===== config.mk =====
export PLATFORM = sky130hd
export DESIGN_NAME = cal_ctrl
export DESIGN_NICKNAME = d
export VERILOG_FILES = /design/src/rtl/cal_ctrl.sv
export SDC_FILE = /design/constraint.sdc
export NUM_CORES = 1
export LEC_CHECK = 0
export CAP_MARGIN = 20
export CORE_MARGIN = 4
export CORE_UTILIZATION = 44
export DETAILED_ROUTE_END_ITERATION = 8
export GPL_ROUTABILITY_DRIVEN = 0
export PLACE_DENSITY = 0.72
export RECOVER_POWER = 50
export SKIP_LAST_GASP = 1
export SLEW_MARGIN = 30
export SYNTH_ARGS = -nofsm -noshare
export SYNTH_HDL_FRONTEND = slang
export SYNTH_SLANG_ARGS = --single-unit

===== constraint.sdc =====
create_clock -name clk -period 1.9 [get_ports clk]
set_input_delay 0.38 -clock clk [delete_from_list [all_inputs] [get_ports clk]]
set_output_delay 0.38 -clock clk [all_outputs]
set_load 0.05 [all_outputs]

===== src/rtl/cal_ctrl.sv =====
// Sequencing controller for the 4-bit calculator datapath.
// Turns keypad strobes and active-low front-panel buttons into registered
// operands, a one-hot-low operation select, and a latched 8-bit result.
//
// state  | meaning
// -------+-------------------------------------------------------------
// S_A    | entering num1, no operator selected
// S_OP   | operator chosen, waiting for the first num2 digit
// S_B    | num2 entered, waiting for equals
// S_EXEC | one-cycle compute; datapath answer captured at its end
// S_RES  | result shown; key restarts, operator chains off res_l
// S_ERR  | invalid operation (div-by-zero or chain overflow); clear only
module cal_ctrl (
   input  logic       clk,
   input  logic       rst_n,
   input  logic       key_valid,
   input  logic [3:0] key_data,
   input  logic [3:0] op_n,
   input  logic       eq_n,
   input  logic       clr_n,
   input  logic [3:0] ans_h,
   input  logic [3:0] ans_l,
   output logic [3:0] num1,
   output logic [3:0] num2,
   output logic [3:0] select,
   output logic [3:0] res_h,
   output logic [3:0] res_l,
   output logic [1:0] disp_mode,
   output logic       done,
   output logic       err
);

   typedef enum logic [2:0] {
      S_A    = 3'd0,
      S_OP   = 3'd1,
      S_B    = 3'd2,
      S_EXEC = 3'd3,
      S_RES  = 3'd4,
      S_ERR  = 3'd5
   } state_t;

   localparam logic [3:0] SEL_NONE = 4'b1111;
   localparam logic [3:0] SEL_DIV  = 4'b0111;

   state_t     state_q, state_d;
   logic [3:0] op_prev_q, op_prev_d;
   logic       eq_prev_q, eq_prev_d;
   logic       clr_prev_q, clr_prev_d;
   logic [3:0] num1_q, num1_d;
   logic [3:0] num2_q, num2_d;
   logic [3:0] opc_q, opc_d;
   logic [3:0] sel_q, sel_d;
   logic [3:0] res_h_q, res_h_d;
   logic [3:0] res_l_q, res_l_d;
   logic [1:0] disp_q, disp_d;
   logic       done_q, done_d;
   logic       err_q, err_d;

   logic       clr_ev, eq_ev, op_ev, op_onehot;

   // Button press detection: falling edge against the previous sample.
   // An operator press needs exactly one low bit, and that bit must have fallen.
   always_comb begin
      clr_ev    = clr_prev_q & ~clr_n;
      eq_ev     = eq_prev_q & ~eq_n;
      op_onehot = 1'b0;
      case (op_n)
         4'b1110, 4'b1101, 4'b1011, 4'b0111: op_onehot = 1'b1;
         default:                            op_onehot = 1'b0;
      endcase
      op_ev      = op_onehot & (|(op_prev_q & ~op_n));
      op_prev_d  = op_n;
      eq_prev_d  = eq_n;
      clr_prev_d = clr_n;
   end

   // Next-state and datapath register updates; one event per cycle, clr > eq > op > key.
   always_comb begin
      state_d = state_q;
      num1_d  = num1_q;
      num2_d  = num2_q;
      opc_d   = opc_q;
      res_h_d = res_h_q;
      res_l_d = res_l_q;
      done_d  = 1'b0;
      if (state_q == S_EXEC) begin
         // Events during the compute cycle are dropped, clear included.
         if (opc_q == SEL_DIV && num2_q == 4'd0) begin
            state_d = S_ERR;
         end else begin
            res_h_d = ans_h;
            res_l_d = ans_l;
            done_d  = 1'b1;
            state_d = S_RES;
         end
      end else if (clr_ev) begin
         state_d = S_A;
         num1_d  = 4'd0;
         num2_d  = 4'd0;
         opc_d   = SEL_NONE;
         res_h_d = 4'd0;
         res_l_d = 4'd0;
      end else if (eq_ev) begin
         if (state_q == S_B) state_d = S_EXEC;
      end else if (op_ev) begin
         case (state_q)
            S_A: begin
               opc_d   = op_n;
               num2_d  = 4'd0;
               state_d = S_OP;
            end
            S_OP, S_B: opc_d = op_n;
            S_RES: begin
               if (res_h_q == 4'd0) begin
                  num1_d  = res_l_q;
                  num2_d  = 4'd0;
                  opc_d   = op_n;
                  state_d = S_OP;
               end else begin
                  state_d = S_ERR;
               end
            end
            default: ;
         endcase
      end else if (key_valid) begin
         case (state_q)
            S_A: num1_d = key_data;
            S_OP: begin
               num2_d  = key_data;
               state_d = S_B;
            end
            S_B: num2_d = key_data;
            S_RES: begin
               num1_d  = key_data;
               num2_d  = 4'd0;
               opc_d   = SEL_NONE;
               state_d = S_A;
            end
            default: ;
         endcase
      end
   end

   // Registered outputs decoded from the next state so they align with it.
   always_comb begin
      sel_d  = opc_d;
      disp_d = 2'd1;
      err_d  = 1'b0;
      case (state_d)
         S_A: begin
            sel_d  = SEL_NONE;
            disp_d = 2'd0;
         end
         S_RES: disp_d = 2'd2;
         S_ERR: begin
            sel_d  = SEL_NONE;
            disp_d = 2'd3;
            err_d  = 1'b1;
         end
         default: ;
      endcase
   end

   // All controller state; button history resets low so held buttons need a re-press.
   always_ff @(posedge clk or negedge rst_n) begin
      if (!rst_n) begin
         state_q    <= S_A;
         op_prev_q  <= 4'd0;
         eq_prev_q  <= 1'b0;
         clr_prev_q <= 1'b0;
         num1_q     <= 4'd0;
         num2_q     <= 4'd0;
         opc_q      <= SEL_NONE;
         sel_q      <= SEL_NONE;
         res_h_q    <= 4'd0;
         res_l_q    <= 4'd0;
         disp_q     <= 2'd0;
         done_q     <= 1'b0;
         err_q      <= 1'b0;
      end else begin
         state_q    <= state_d;
         op_prev_q  <= op_prev_d;
         eq_prev_q  <= eq_prev_d;
         clr_prev_q <= clr_prev_d;
         num1_q     <= num1_d;
         num2_q     <= num2_d;
         opc_q      <= opc_d;
         sel_q      <= sel_d;
         res_h_q    <= res_h_d;
         res_l_q    <= res_l_d;
         disp_q     <= disp_d;
         done_q     <= done_d;
         err_q      <= err_d;
      end
   end

   assign num1      = num1_q;
   assign num2      = num2_q;
   assign select    = sel_q;
   assign res_h     = res_h_q;
   assign res_l     = res_l_q;
   assign disp_mode = disp_q;
   assign done      = done_q;
   assign err       = err_q;

endmodule


[After elaboration in Yosys (flattened, before gate mapping)]
Cells that the tools add are included.
Operators by class
  equal/unequal tests: 17
  muxes and demuxes: 43
  bitwise logic cells: 8
  reduce and logical (&&, ||, !) cells: 18
Operators with widths (number)
  4-bit two-way mux: 25
  4-bit one-hot mux with 2 select lines: 3
  3-bit two-way mux: 7
  4-bit equality test (second input constant): 3
  3-bit one-hot mux with 2 select lines: 2
  6-bit AND reduction: 2
  3-bit equality test (second input constant): 3
  4-bit by 3-bit equality test with 1-bit output (second input constant): 2
  4-bit logical NOT: 2
  4-bit OR reduction: 2
  3-bit by 2-bit equality test with 1-bit output (second input constant): 2
  3-bit logical NOT: 2
  3-bit by 2-bit inequality test with 1-bit output (second input constant): 2
  2-bit one-hot mux with 3 select lines: 1
  3-bit nonzero test: 2
  2-bit OR reduction: 3
  1-bit two-way mux: 5
  4-bit AND: 1
  2-bit inequality test (second input constant): 2
  4-bit by 2-bit inequality test with 1-bit output (second input constant): 1
  4-bit inequality test (second input constant): 1
  4-bit inverter: 1
  4-bit nonzero test: 1
  1-bit AND: 3
  6 further kinds: 8
Storage, ports and cells
  flip-flop bits (word level): 37
  input port bits: 21
  output and inout bits: 24
  word-level logic and storage cells: 99

[Logic depth before layout (Yosys ltp)]
  word-level depth: 11
  gate-level depth with buffers: 7
  mapped depth without buffers: 6

[Worst setup path before layout]
OpenSTA, ideal clock, no wires.
  kind: reg2reg
  start: reg res_h_q[1] (netlist: res_h[1])
  end: reg sel_q[0] (netlist: select[0])
  library setup time: 0.084 ns
  arrival: 2.125 ns
  data required time: 1.816 ns
  path slack: -0.310 ns
  cell stages (with the launch flop): 7
  path buffers: 0
  clock period less this slack: 2.210 ns
  path through: dfrtp_1 or4_4 nor3_2 o221a_4 nand3_4 a221o_1 nand3b_1
On the way
  elaborated cells between the ends (all ways): 17
  classes of those cells: 1 x eq/ne; 13 x mux; 3 x reduce/logical
RTL lines
  start: declaration: line 53  | logic [3:0] res_h_q, res_h_d;
  start signal: assignment: line 189  | res_h_q <= res_h_d;
  4-bit logical NOT: line 114  | if (res_h_q == 4'd0) begin
  4-bit two-way mux: line 114
  4-bit one-hot mux with 2 select lines: line 106  | case (state_q)
  4-bit two-way mux: line 105  | end else if (op_ev) begin
  4-bit two-way mux: line 103  | end else if (eq_ev) begin
  4-bit two-way mux: line 96  | end else if (clr_ev) begin
  4-bit two-way mux: line 86  | if (state_q == S_EXEC) begin
  named net opc_d[0]: line 51  | logic [3:0] opc_q, opc_d;
  4-bit two-way mux: line 149  | case (state_d)
  named net sel_d[0]: line 52  | logic [3:0] sel_q, sel_d;
  end signal: assignment: line 188  | sel_q <= sel_d;
  end: declaration: line 52
The timed path passes the listed nets, and every way through them passes these cells.
A chain may end at the register's enable or synchronous reset.

[Final worst setup path]
  start: reg res_h_q[1] (netlist: res_h[1])
  end: reg sel_q[3] (netlist: select[3])
Same word-level chain as after synthesis.

==> impl_metrics.py <==
metrics = {
    "status": {
        "status": "complete, but fails checks",
        "violations": "negative setup slack",
    },
    "final_layout": {
        "area_growth_syn_to_layout_pct": 53.7,
        "final_util_pct": 72.9,
        "nets": 280,
        "n_fill_cell": 273,
        "diodes": 0,
        "finalInstanceArea_um2": 2770,
        "drive_above_1_share_pct": 43.5,
    },
    "yosys": {
        "synth_top_family_by_area": "simple AND/OR/NAND/NOR gates",
        "synthSimpleGateAreaFrac_pct": 19.4,
        "synth_area_leaders": "dfrtp_1 40%, dfstp_2 12%, nand2_1 4.8%, o2bb2ai_1 3.9%, mux2i_1 3.3%",
        "yosys.area.top_type_share_pct": 40.3,
        "synth_cells": 166,
        "yosysSeqAreaShare_pct": 51.9,
        "ys_warn_count": 0,
        "ys_ff_latch": 37,
        "synth_area_um2": 1800,
        "syn_nets": 187,
        "yosysUniqueCellTypes": 44,
        "synth_flop_cell": "dfrtp_1",
        "muxShareOfSynthArea_pct": 5.83,
        "synth_compound_area_share_pct": 19.2,
        "synth_edf_count": 0,
        "synth_top_area_cell": "dfrtp_1",
        "async_reset_ff_share_pct": 100,
        "synth_xor_area_share_pct": 0.486,
        "synthAdderAreaFrac_pct": 0,
        "synth_area_per_cell_um2": 10.9,
    },
    "sta": {
        "hold_ws_ps": 318,
        "rsz0062_at_grt": "yes",
        "slew_viol_final": 0,
        "worst_pin_slew_ps": 915,
        "slew_headroom_pct": 39.0,
        "setup_tns_ps": -1280,
        "setup_viol": 18,
        "fin_ws_ps": -145,
        "fmax_mhz": 489,
        "fin_crit_sh_pct": 108,
        "finalClockSkew_ps": 5.97,
        "finalCriticalPeriod_ps": 2040,
        "timing.final.hold_violations": 0,
    },
    "setup_path": {
        "crit_path_end": "select[3]$_DFF_PN1_",
        "critical_path_class": "reg2reg",
        "crit_path_start_kind": "flop",
        "arrival_ps": 2250,
        "r2r_cells": 6,
        "r2r_slack_ps": -140,
        "rr_endpoint": "select[3]$_DFF_PN1_",
        "critPathLaunch": "res_h[1]$_DFFE_PN0P_",
        "reg2reg_from": "res_h[1]$_DFFE_PN0P_",
        "critPathCaptureType": "flop",
        "crit_required_ps": 2110,
        "critPathMaxFanout": 4,
    },
    "placement": {
        "place_hpwl_um": 3500,
        "port_buffers": 44,
        "placed_cell_area_um2": 2520,
    },
    "cts": {
        "clk_latency_ps": 290,
        "cts_num_sinks": 37,
        "cts_tree": "built",
        "clkTransAtPathRegs_ps": 70,
        "h-tree-depth": 2,
        "root_buffer": "clkbuf_8",
        "numCtsBuffers": 5,
        "cts.path.max_buffers": 2,
    },
    "detailed_routing": {
        "drc": 0,
        "wl_um": 4890,
        "drtAntennaViolNets": 0,
        "drt-vias-per-instance": 5.45,
        "num_vias": 1680,
        "first_pass_iters": 4,
        "drtIter0Drc": 93,
        "wire_per_inst_um": 15.9,
    },
    "die": {
        "die_x_um": 72.0,
        "num_rows": 22,
        "core_area_um2": 3800,
        "die_y_um": 72.0,
        "fp.dieArea_um2": 5180,
        "num_io_pins": 45,
        "start_util_pct": 47.4,
    },
    "power": {
        "p_per_area_nw_per_um2": 1460,
        "max-vdd-ir-drop_mv": 0.989,
        "p_total_mw": 4.03,
        "leakagePower_nw": 1.32,
    },
    "global_routing": {
        "grt_antenna_before_repair": 0,
        "grt_pass1_wl_um": 8340,
        "overflow": 0,
        "grt_start_max_net_pins": 38,
        "grtUsageTotal_pct": 20.8,
        "grt_pass1_vias": 1818,
    },
    "worst_hold_path": {
        "hp-class": "in2reg",
    },
    "flow_run": {
        "max_cap_viol_count": 0,
    },
}
cell type report:
class / count / area (um2) / area share [%]
clock buffers: 7 / 96.3 / 3.48
clock inverters: 1 / 5.00 / 0.181
inverters: 9 / 33.8 / 1.22
multi-input cells: 115 / 896 / 32.4
flip-flops and latches: 37 / 942 / 34.0
well taps: 48 / 60.1 / 2.17
repair buffers: 91 / 736 / 26.6
per-layer routing:
metal / global-route usage [%] / part of all wire [%]
met5: 0 / 0
met4: 7.93 / 2.1
met3: 4.85 / 5.5
met2: 36.6 / 49
met1: 24.4 / 43
state kept, by name, indices dropped and copies added, names as in the netlist:
signal and count:
eq_prev_q 1, done 1, state_q 3, disp_mode 2, select 4, opc_q 4
num1 4, clr_prev_q 1, res_h 4, num2 4, res_l 4, err 1
op_prev_q 4
worst min path at each step:
stage	from	depth (start not counted)	to	slack, ps
after global placement	num1[0]$_DFFE_PN0P_	1	num1[0]$_DFFE_PN0P_	500
final	op_n[0]	1	op_prev_q[0]$_DFF_PN0_	320
after global routing	op_n[0]	1	op_prev_q[0]$_DFF_PN0_	330
after floorplan	rst_n	0	clr_prev_q$_DFF_PN0_	80
after CTS	op_n[0]	1	op_prev_q[0]$_DFF_PN0_	450
after detailed placement	num1[0]$_DFFE_PN0P_	1	num1[0]$_DFFE_PN0P_	500
power breakdown:
group | internal, mW | leakage [nW] | total [mW] | switching (mW)
Combinational | 0.956 | 0.810 | 2.27 | 1.31
Clock | 0.327 | 0.0542 | 0.594 | 0.267
Sequential | 1.04 | 0.457 | 1.17 | 0.130
metrics by stage:
stage / instances / setup slack (ps)
6_report: 308 / -145
3_5_place_dp: 289 / -569
4_1_cts: 308 / -144
3_3_place_gp: 289 / -453
5_1_grt: 308 / -217
2_1_floorplan: 166 / -204
layout by cell type (no fill, tap or decap), types with 2 or more instances in the layout:
master,n
a21oi_1,2
a221o_1,4
a41oi_2,2
buf_4,63
buf_6,2
clkbuf_1,2
clkbuf_8,7
clkdlybuf4s50_1,17
dfrtp_1,24
dfrtp_2,5
dfstp_2,8
dlygate4sd2_1,2
inv_1,6
inv_2,2
mux2_4,3
mux2i_1,5
nand2_1,23
nand2b_1,6
nand3_1,2
nand3b_1,5
nor2_1,10
nor4_1,2
o21ai_1,11
o21ai_2,2
o2bb2ai_1,8
synth_stat cells (2+ instances only):
master and number:
nor2b_1 2, o21ai_1 12, inv_1 7, nand3b_1 5, a21oi_1 2, nor2_1 11
nand2b_1 6, mux2_1 4, dfrtp_1 29, nand2_1 23, a41oi_2 2, dfstp_2 8
nand3_1 2, buf_2 3, clkbuf_1 2, mux2i_1 6, a221o_1 4, o2bb2ai_1 8
nor4_1 3, o21a_1 3
critical path: stages (launching register included):
cell	delay [ps]
dfrtp_2	400
or4_4	550
nor3_4	160
o221a_4	220
nand3_4	90
a221o_1	370
nand3b_1	170
cell families after synthesis:
family,after synthesis
AOI/OAI and AO/OA,42
xor gates and xnor gates,1
buffers and inverters,14
DFF,37
muxes,10
and+or+nand+nor,62
repair_timing:
action                                  in CTS  in global routing
resized for setup                           20                  4
buffers inserted                            11                  0
pin swaps                                    5                  5
hold buffers                                 0                  0
endpoints found under the setup margin      20                 19
(Power assumes the default switching activity.)
